`src/rtl/packet_forwarder.sv`:
```
// Single-register AXI-stream forwarder that stamps each packet with a rotating reorder tag.
// Optional oversize truncation with drain is enabled by defining FWD_OVERSIZE_TRUNC_EN.
module packet_forwarder #(
   parameter int unsigned TAG_WIDTH            = 6,
   parameter int unsigned CIRCULAR_BUFFER_SIZE = 50,
   parameter int unsigned DATA_WIDTH           = 64,
   parameter int unsigned MAX_TDATA_PER_PACKET = 256
) (
   input  logic                  clk,
   input  logic                  rst,
   input  logic [DATA_WIDTH-1:0] s_axis_TDATA,
   input  logic                  s_axis_TVALID,
   input  logic                  s_axis_TLAST,
   output logic                  s_axis_TREADY,
   input  logic                  fwd_rdy,
   output logic [DATA_WIDTH-1:0] buffer_TDATA,
   output logic [TAG_WIDTH-1:0]  reorder_tag,
   output logic                  buffer_TLAST,
   output logic                  buffer_TVALID,
   output logic                  tag_alloc_valid,
   output logic [TAG_WIDTH-1:0]  tag_alloc,
   output logic [15:0]           pkt_count
);

`ifdef FWD_OVERSIZE_TRUNC_EN
   typedef enum logic [1:0] {IDLE, PASS, DRAIN} state_e;
`else
   typedef enum logic {IDLE, PASS} state_e;
`endif

   state_e                state_q, state_d;
   logic                  ready_en_q;
   logic [DATA_WIDTH-1:0] data_q;
   logic                  last_q, vld_q, alloc_q;
   logic [TAG_WIDTH-1:0]  otag_q, alloc_tag_q, tag_q, tag_d;
   logic [8:0]            cnt_q;
   logic [15:0]           pkt_q;
   logic                  accept, fwd_accept, xfer, eff_last, trunc, in_drain;

   always_comb begin
      xfer   = vld_q && fwd_rdy;
      accept = s_axis_TVALID && s_axis_TREADY;
`ifdef FWD_OVERSIZE_TRUNC_EN
      in_drain = (state_q == DRAIN);
      trunc    = accept && !in_drain && !s_axis_TLAST
                 && (cnt_q == 9'(MAX_TDATA_PER_PACKET - 1));
`else
      in_drain = 1'b0;
      trunc    = 1'b0;
`endif
      fwd_accept = accept && !in_drain;
      eff_last   = s_axis_TLAST || trunc;
   end

   always_ff @(posedge clk or negedge rst) begin
      if (!rst) state_q <= IDLE;
      else      state_q <= state_d;
   end

   always_comb begin
      state_d = state_q;
      case (state_q)
         IDLE, PASS: begin
            if (fwd_accept) state_d = eff_last ? IDLE : PASS;
`ifdef FWD_OVERSIZE_TRUNC_EN
            if (trunc) state_d = DRAIN;
         end
         DRAIN: begin
            if (accept && s_axis_TLAST) state_d = IDLE;
`endif
         end
         default: state_d = IDLE;
      endcase
   end

   // ready_en_q holds TREADY low until the first edge after reset release
   always_comb begin
      s_axis_TREADY = ready_en_q && (in_drain || !vld_q || fwd_rdy);
   end

   always_comb begin
      tag_d = tag_q;
      if (fwd_accept && eff_last)
         tag_d = (tag_q == TAG_WIDTH'(CIRCULAR_BUFFER_SIZE - 1)) ? '0 : tag_q + 1'b1;
   end

   always_ff @(posedge clk or negedge rst) begin
      if (!rst) begin
         ready_en_q  <= 1'b0;
         data_q      <= '0;
         last_q      <= 1'b0;
         vld_q       <= 1'b0;
         otag_q      <= '0;
         alloc_q     <= 1'b0;
         alloc_tag_q <= '0;
         tag_q       <= '0;
         cnt_q       <= '0;
         pkt_q       <= '0;
      end else begin
         ready_en_q <= 1'b1;
         tag_q      <= tag_d;
         alloc_q    <= fwd_accept && (state_q == IDLE);
         if (fwd_accept && (state_q == IDLE)) alloc_tag_q <= tag_q;
         if (fwd_accept) begin
            data_q <= s_axis_TDATA;
            last_q <= eff_last;
            otag_q <= tag_q;
            vld_q  <= 1'b1;
         end else if (xfer) begin
            vld_q  <= 1'b0;
         end
         if (accept) begin
            if (eff_last)       cnt_q <= '0;
            else if (!in_drain) cnt_q <= cnt_q + 1'b1;
         end
         if (xfer && last_q && (pkt_q != '1)) pkt_q <= pkt_q + 1'b1;
      end
   end

   always_comb begin
      buffer_TDATA    = data_q;
      buffer_TLAST    = last_q;
      buffer_TVALID   = vld_q;
      reorder_tag     = otag_q;
      tag_alloc_valid = alloc_q;
      tag_alloc       = alloc_tag_q;
      pkt_count       = pkt_q;
   end

endmodule
```
`config.mk`:
```
export PLATFORM = sky130hd
export DESIGN_NAME = packet_forwarder
export DESIGN_NICKNAME = d
export VERILOG_FILES = /design/src/rtl/packet_forwarder.sv
export SDC_FILE = /design/constraint.sdc
export NUM_CORES = 1
export LEC_CHECK = 0
export BUFFER_PORTS_ARGS = -buffer_cell sky130_fd_sc_hd__buf_2
export CAP_MARGIN = 10
export CORE_MARGIN = 1
export CORE_UTILIZATION = 30
export CTS_BUF_LIST = sky130_fd_sc_hd__clkbuf_16
export CTS_CLUSTER_DIAMETER = 60
export DETAILED_ROUTE_END_ITERATION = 8
export GPL_ROUTABILITY_DRIVEN = 0
export PLACE_DENSITY_LB_ADDON = 0.1
export SLEW_MARGIN = 5
export SYNTH_ARGS = -nofsm -noshare
export SYNTH_HDL_FRONTEND = slang
export SYNTH_SLANG_ARGS = --single-unit
```
`constraint.sdc`:
```
create_clock -name clk -period 2.6 [get_ports clk]
set_input_delay 0.52 -clock clk [delete_from_list [all_inputs] [get_ports clk]]
set_output_delay 0.52 -clock clk [all_outputs]
set_load 0.05 [all_outputs]
```
==> impl_metrics.json, run 1 <==
{
  "post-cts-setup-buffers": 0,
  "crit_required_ps": 2830,
  "holdBufCountCts": 0,
  "ys_seq_elements": 103,
  "crit_chain": "ha_1 -> nand3_1 -> o41ai_4 -> mux2_4",
  "die_area_um2": 14200,
  "ys_seq_area_frac": 0.628,
  "yosys_warnings": 0,
  "fin_crit_sh": 0.755,
  "preCtsSetupSlack_ps": 645,
  "routed_wl_um": 10100,
  "vias": 3319,
  "fmax_mhz": 510,
  "synth_edf_count": 0,
  "grt_max_degree": 62,
  "drive_gt1_frac": 0.332,
  "fp-row-count": 42,
  "max_slew_margin": 0.528,
  "drc": 0,
  "viasPerCell": 4.33,
  "cp_slowest_cell": "o41ai_4",
  "vdd_ir_drop_max_mv": 0.628,
  "worst_slew_pin_slew_ps": 706,
  "post_cts_resized": 0,
  "cp.arrival_ps": 2200,
  "cts_tree": "built",
  "die_w_um": 119,
  "synth_mux_area_frac": 0.0284,
  "seqPwrFrac": 0.412,
  "finalPower_uw": 5200,
  "synth.avg_cell_area_um2": 9.75,
  "syn-num-nets": 493,
  "clk_pin_slew_ps": 60,
  "clock_sinks": 103,
  "reg2reg_slack_ps": 640,
  "pwr-share-clk": 0.250,
  "fp.dieH_um": 119,
  "internal_power_uw": 3070,
  "timing.hold.ws_ps": 111,
  "drt_pass1_iterations": 4,
  "period_minus_slack_ps": 1960,
  "worst_hold_path_type": "in2async",
  "p_sw_uw": 2130,
  "clk_latency_ps": 350,
  "synth_compound_area_frac": 0.0253,
  "cellPowerDensity_nw_per_um2": 954,
  "ys_async_sr_fraction": 1.00,
  "fin_tns_setup_ps": 0,
  "wl_per_cell_um": 13.2,
  "crit_fanout": 10,
  "cts_root_buffer": "clkbuf_16",
  "slowest_delay_ps": 700,
  "synthXorXnorAreaFrac": 0.0320,
  "ys_dominant_reg_cell": "dfrtp_1",
  "synthAdderAreaFrac": 0.00915,
  "worst-path-buf-inv": 0,
  "fin_nets": 658,
  "criticalPathCategory": "reg2reg",
  "cp_top_family": "compound AO/OA/AOI/OAI gates",
  "cts_buffers": 9,
  "drtIter0Drc": 136,
  "ant_nets": 0,
  "io_buffers": 164,
  "synth_top_family_by_area": "simple AND/OR/NAND/NOR gates",
  "htreeDepth": 3,
  "crit_path_end_kind": "register",
  "maxCapViolCount": 0,
  "switching_share": 0.410,
  "track_usage": 0.150,
  "overflow": 0,
  "fin_util": 0.410,
  "grt_pass1_wl_um": 16500,
  "synthCells": 421,
  "coreArea_um2": 13300,
  "fin_ws_ps": 637,
  "first_global_vias": 3163,
  "dpl.hpwl_um": 7040,
  "rsz0062_at_grt": "false",
  "cts_max_path_buffers": 2,
  "hold_viol_final": 0,
  "fillers": 1382,
  "yosysUniqueCellTypes": 30,
  "slew_violations": 0,
  "p_leak_uw": 0.00308,
  "start_kind": "register",
  "status": "complete, no violations",
  "start_util": 0.309,
  "p_comb_frac": 0.339,
  "yosys.area_share.simple": 0.256,
  "syn2layout_area_growth_pct": 32.9,
  "antenna_found_initial": 1,
  "finalSetupViolCount": 0,
  "syn_area_um2": 4100,
  "fin_skew_ps": 3.80,
  "ioPinCount": 165
}
[logic make-up after synthesis]
family,Yosys count
buffers and inverters,22
other,1
flip-flops,103
multiplexers,10
adder cells (fa/ha/maj),3
XOR/XNOR,15
AND/OR/NAND/NOR,252
AO/OA/AOI/OAI,15
[synthesized netlist by cell type, types with 4 or more instances]
cell type	count	area share
nand2_1	203	0.19
buf_1	6	0.0055
inv_1	7	0.0064
clkbuf_1	9	0.0082
nor2_1	9	0.0082
xor2_1	11	0.023
mux2_2	9	0.025
dfrtp_1	103	0.63
nand3_1	11	0.013
and3_1	5	0.0076
nor3_1	4	0.0049
o21ai_0	10	0.012
nand4_1	5	0.0076
xnor2_1	4	0.0085
nor4_1	4	0.0061
[power by group through the flow]
stage               Combinational, µW  Sequential [µW]  Clock, µW
floorplan                         359             3080          0
global placement                 1770             2170          0
detailed placement               1780             2180          0
CTS                              1790             2150       1350
global route                     1880             2200       1410
finish                           1760             2140       1300
[final timing paths]
| path | depth (start not counted) | start | end |
|---|---|---|---|
| max | 4 | pkt_count[0] | pkt_count[1] |
| min reg2reg | 2 | buffer_TDATA[15] | buffer_TDATA[15] |
| max in group asynchronous | 2 | rst | tag_alloc[0] |
| min in group clk | 3 | s_axis_TDATA[46] | buffer_TDATA[46] |
| min | 1 | rst | buffer_TDATA[21] |
| max reg2reg | 4 | pkt_count[0] | pkt_count[1] |
[routing by layer]
layer | global-route usage | wire (µm)
met1 | 0.191 | 4540
met2 | 0.235 | 4710
met3 | 0.0594 | 721
met4 | 0.0427 | 119
met5 | 0 | 0
[placed cells by master, fill, tap and decap left out, types with 3 or more instances in the layout]
cell / n
nand2_1: 203
dfrtp_1: 103
nand3_1: 10
clkbuf_16: 9
xnor2_1: 4
buf_2: 163
nor3_1: 4
o21ai_0: 10
nor4_1: 4
buf_4: 3
inv_1: 8
buf_12: 3
or3_1: 3
xor2_1: 11
clkinv_1: 3
mux2_2: 9
ha_1: 3
nor2_1: 9
nand4_1: 5
and3_1: 4
[through the flow]
step	area, µm²	std cells
2_1_floorplan	4100	421
3_3_place_gp	5170	751
3_5_place_dp	5170	751
4_1_cts	5450	766
5_1_grt	5450	766
6_report	5450	767
[state kept, by name, indices dropped and copies added, names as in the netlist]
register         cells
buffer_TVALID        1
tag_alloc            6
tag_q                6
tag_alloc_valid      1
buffer_TDATA        64
ready_en_q           1
pkt_count           16
reorder_tag          6
buffer_TLAST         1
state_q              1
[final cells by class]
cell class,count,area (µm²),area share
antenna,1,2.50,0.000459
clock buffer,9,225,0.0413
clock inverter,6,53.8,0.00986
inverter,7,26.3,0.00482
multi-input combinational,296,1450,0.266
sequential,103,2580,0.473
tap,176,220,0.0404
timing repair buffer,169,898,0.165
[worst register-to-register path: stages, from the launching register on]
cell     delay, ps
dfrtp_1        430
ha_1           200
nand3_1        180
o41ai_4        700
mux2_4         350
No activity file was read; power rests on OpenSTA's default activity.
==> run 2: changes to the inputs <==
clock period = 1.7 ns   (was 2.6 ns; I/O delays follow)
==> run 2 against run 1 <==
Against the previous run: register-to-register slack worse by 530 ps; first-iteration DRC count up 24%; clock skew down 0.54 ps; non-clock buffer count up 7; critical path depth is 1 higher; fmax increased by 23%; final area up 2.1%; sequential power up 53%; routed wire length shrank 1.4%; critical endpoint is now pkt_count[14]; clock-buffer cell count did not move; critical path type unchanged; sequential cell count did not move; clock power increased by 53%.
==> impl_metrics.json, run 2 (same netlist as run 1, synthesis figures left out) <==
{
  "diodes": 0,
  "io_buffers": 164,
  "seqPwrFrac": 0.409,
  "worst_hold_path_type": "in2async",
  "crit_path_end_kind": "register",
  "fin_nets": 665,
  "cts_root_buffer": "clkbuf_16",
  "r2r_cells": 5,
  "drt_pass1_iterations": 4,
  "syn2layout_area_growth_pct": 35.7,
  "cellPowerDensity_nw_per_um2": 1440,
  "drive_gt1_frac": 0.380,
  "fillers": 1394,
  "worst-path-buf-inv": 0,
  "first_global_vias": 3300,
  "placed_area_um2": 5270,
  "ant_nets": 0,
  "slew_violations": 0,
  "cts_max_path_buffers": 2,
  "fin_skew_ps": 3.25,
  "wl_per_cell_um": 12.9,
  "track_usage": 0.149,
  "overflow": 0,
  "regArea_um2": 2600,
  "pwr-share-clk": 0.248,
  "routed_wl_um": 9950,
  "grt.busiest_layer": "met2",
  "ioPinCount": 165,
  "die_area_um2": 14200,
  "period_minus_slack_ps": 1590,
  "reg2reg_to": "pkt_count[14]",
  "switching_share": 0.411,
  "met1_usage": 0.185,
  "fp.dieH_um": 119,
  "crit_chain": "ha_4 -> nand3_2 -> or3_4 -> nor4_2 -> xor2_1",
  "criticalPathCategory": "reg2reg",
  "multiInputGateArea_um2": 1500,
  "grt_util_met2": 0.244,
  "coreArea_um2": 13300,
  "status": "complete, no violations",
  "rsz0062_at_grt": "false",
  "hold_viol_final": 0,
  "crit_fanout": 5,
  "slowest_delay_ps": 410,
  "worst_slew_pin_slew_ps": 612,
  "cp.arrival_ps": 1850,
  "post-cts-setup-buffers": 0,
  "clk_pin_slew_ps": 70,
  "cts_tree": "built",
  "finalSetupViolCount": 0,
  "clock_sinks": 103,
  "drtIter0Drc": 168,
  "use_met3": 0.0359,
  "viasPerCell": 4.36,
  "p_leak_uw": 0.00309,
  "finalInstanceArea_um2": 5570,
  "fmax_mhz": 627,
  "fp-row-count": 42,
  "maxCapViolCount": 0,
  "die_w_um": 119,
  "fin_crit_sh": 0.938,
  "crit_required_ps": 1960,
  "largest_register_ffs": 64,
  "start_util": 0.309,
  "p_sw_uw": 3300,
  "dp.cells": 758,
  "reg2reg_slack_ps": 110,
  "cts_buffers": 9,
  "antenna_found_initial": 0,
  "start_kind": "register",
  "internal_power_uw": 4740,
  "drc": 0,
  "clk_latency_ps": 340,
  "grt_max_degree": 104,
  "r2r-start": "pkt_count[1]",
  "grt_pass1_wl_um": 16500,
  "final_common_cell": "nand2_1",
  "vias": 3377,
  "htreeDepth": 3,
  "max_slew_margin": 0.592,
  "vdd_ir_drop_max_mv": 0.617,
  "p_comb_frac": 0.343,
  "layout.cells.non_filler": 774,
  "cp_slowest_cell": "dfrtp_2",
  "mostFrequentLayoutCells": "nand2_1 (203), buf_2 (162), dfrtp_1 (86), dfrtp_2 (17), buf_4 (12)",
  "dpl.hpwl_um": 6950,
  "cp_top_family": "simple AND/OR/NAND/NOR gates"
}
-- run 2: cell types whose count changed in the layout (fill, tap and decap cells not counted), moves of 2 or more --
cell      previous run  this run
dfrtp_1            103        86
clkinv_2             0         2
buf_4                3        12
dfrtp_2              0        17
-- run 2: how the worst max path moves through the flow --
stage,slack [ps],from,end,cells after the start
after global placement,70,pkt_count[1],pkt_count[14],5
after detailed placement,60,pkt_count[1],pkt_count[14],5
after floorplan,-90,pkt_count[8],pkt_count[1],3
after CTS,10,buffer_TVALID,s_axis_TREADY,3
final,110,pkt_count[1],pkt_count[14],5
after global routing,10,pkt_count[0],pkt_count[13],5
-- run 2: worst register-to-register path: cells and delay by family, from the launching register on --
kind	cells	cell delay, ps
simple gates	3	780
flops	1	410
xor+xnor	1	180
fa+ha+maj	1	140
-- run 2: power groups by stage --
stage	clock (µW)	combinational [µW]	sequential, µW
2_1_floorplan	0	563	4740
3_3_place_gp	0	2760	3310
3_5_place_dp	0	2800	3330
4_1_cts	2070	2800	3290
5_1_grt	2160	2950	3360
6_report	1990	2760	3280
-- run 2: per-stage QoR --
stage                     hold slack [ps]  worst slack [ps]  setup TNS, ps  total power (µW)  utilization
after floorplan                      44.4             -91.1           -476              5300            -
after global placement                453              67.0              0              6070        0.397
after detailed placement              457              59.5              0              6130        0.397
after CTS                            85.7              11.7              0              8160        0.418
after global routing                  111              12.7              0              8480        0.419
final                                9.49               105              0              8030        0.419
-- run 2: timing repair --
action	in CTS	in global routing
setup endpoints to repair	1	2
pin swaps	0	0
gates resized for setup	1	3
cloned	0	0
hold buffers	0	0
endpoints found under the hold margin	0	0
-- run 2: final cells by class --
type | count | area share
Sequential cell | 103 | 0.467
Multi-Input combinational cell | 296 | 0.270
Timing Repair Buffer | 176 | 0.169
Clock buffer | 9 | 0.0404
Tap cell | 176 | 0.0395
Clock inverter | 7 | 0.00989
Inverter | 7 | 0.00472
-- run 2: layer usage --
layer,vias up,routed length (µm)
li1,1679,-
met1,1594,4390
met2,91,4840
met3,13,528
met4,0,192
met5,-,0
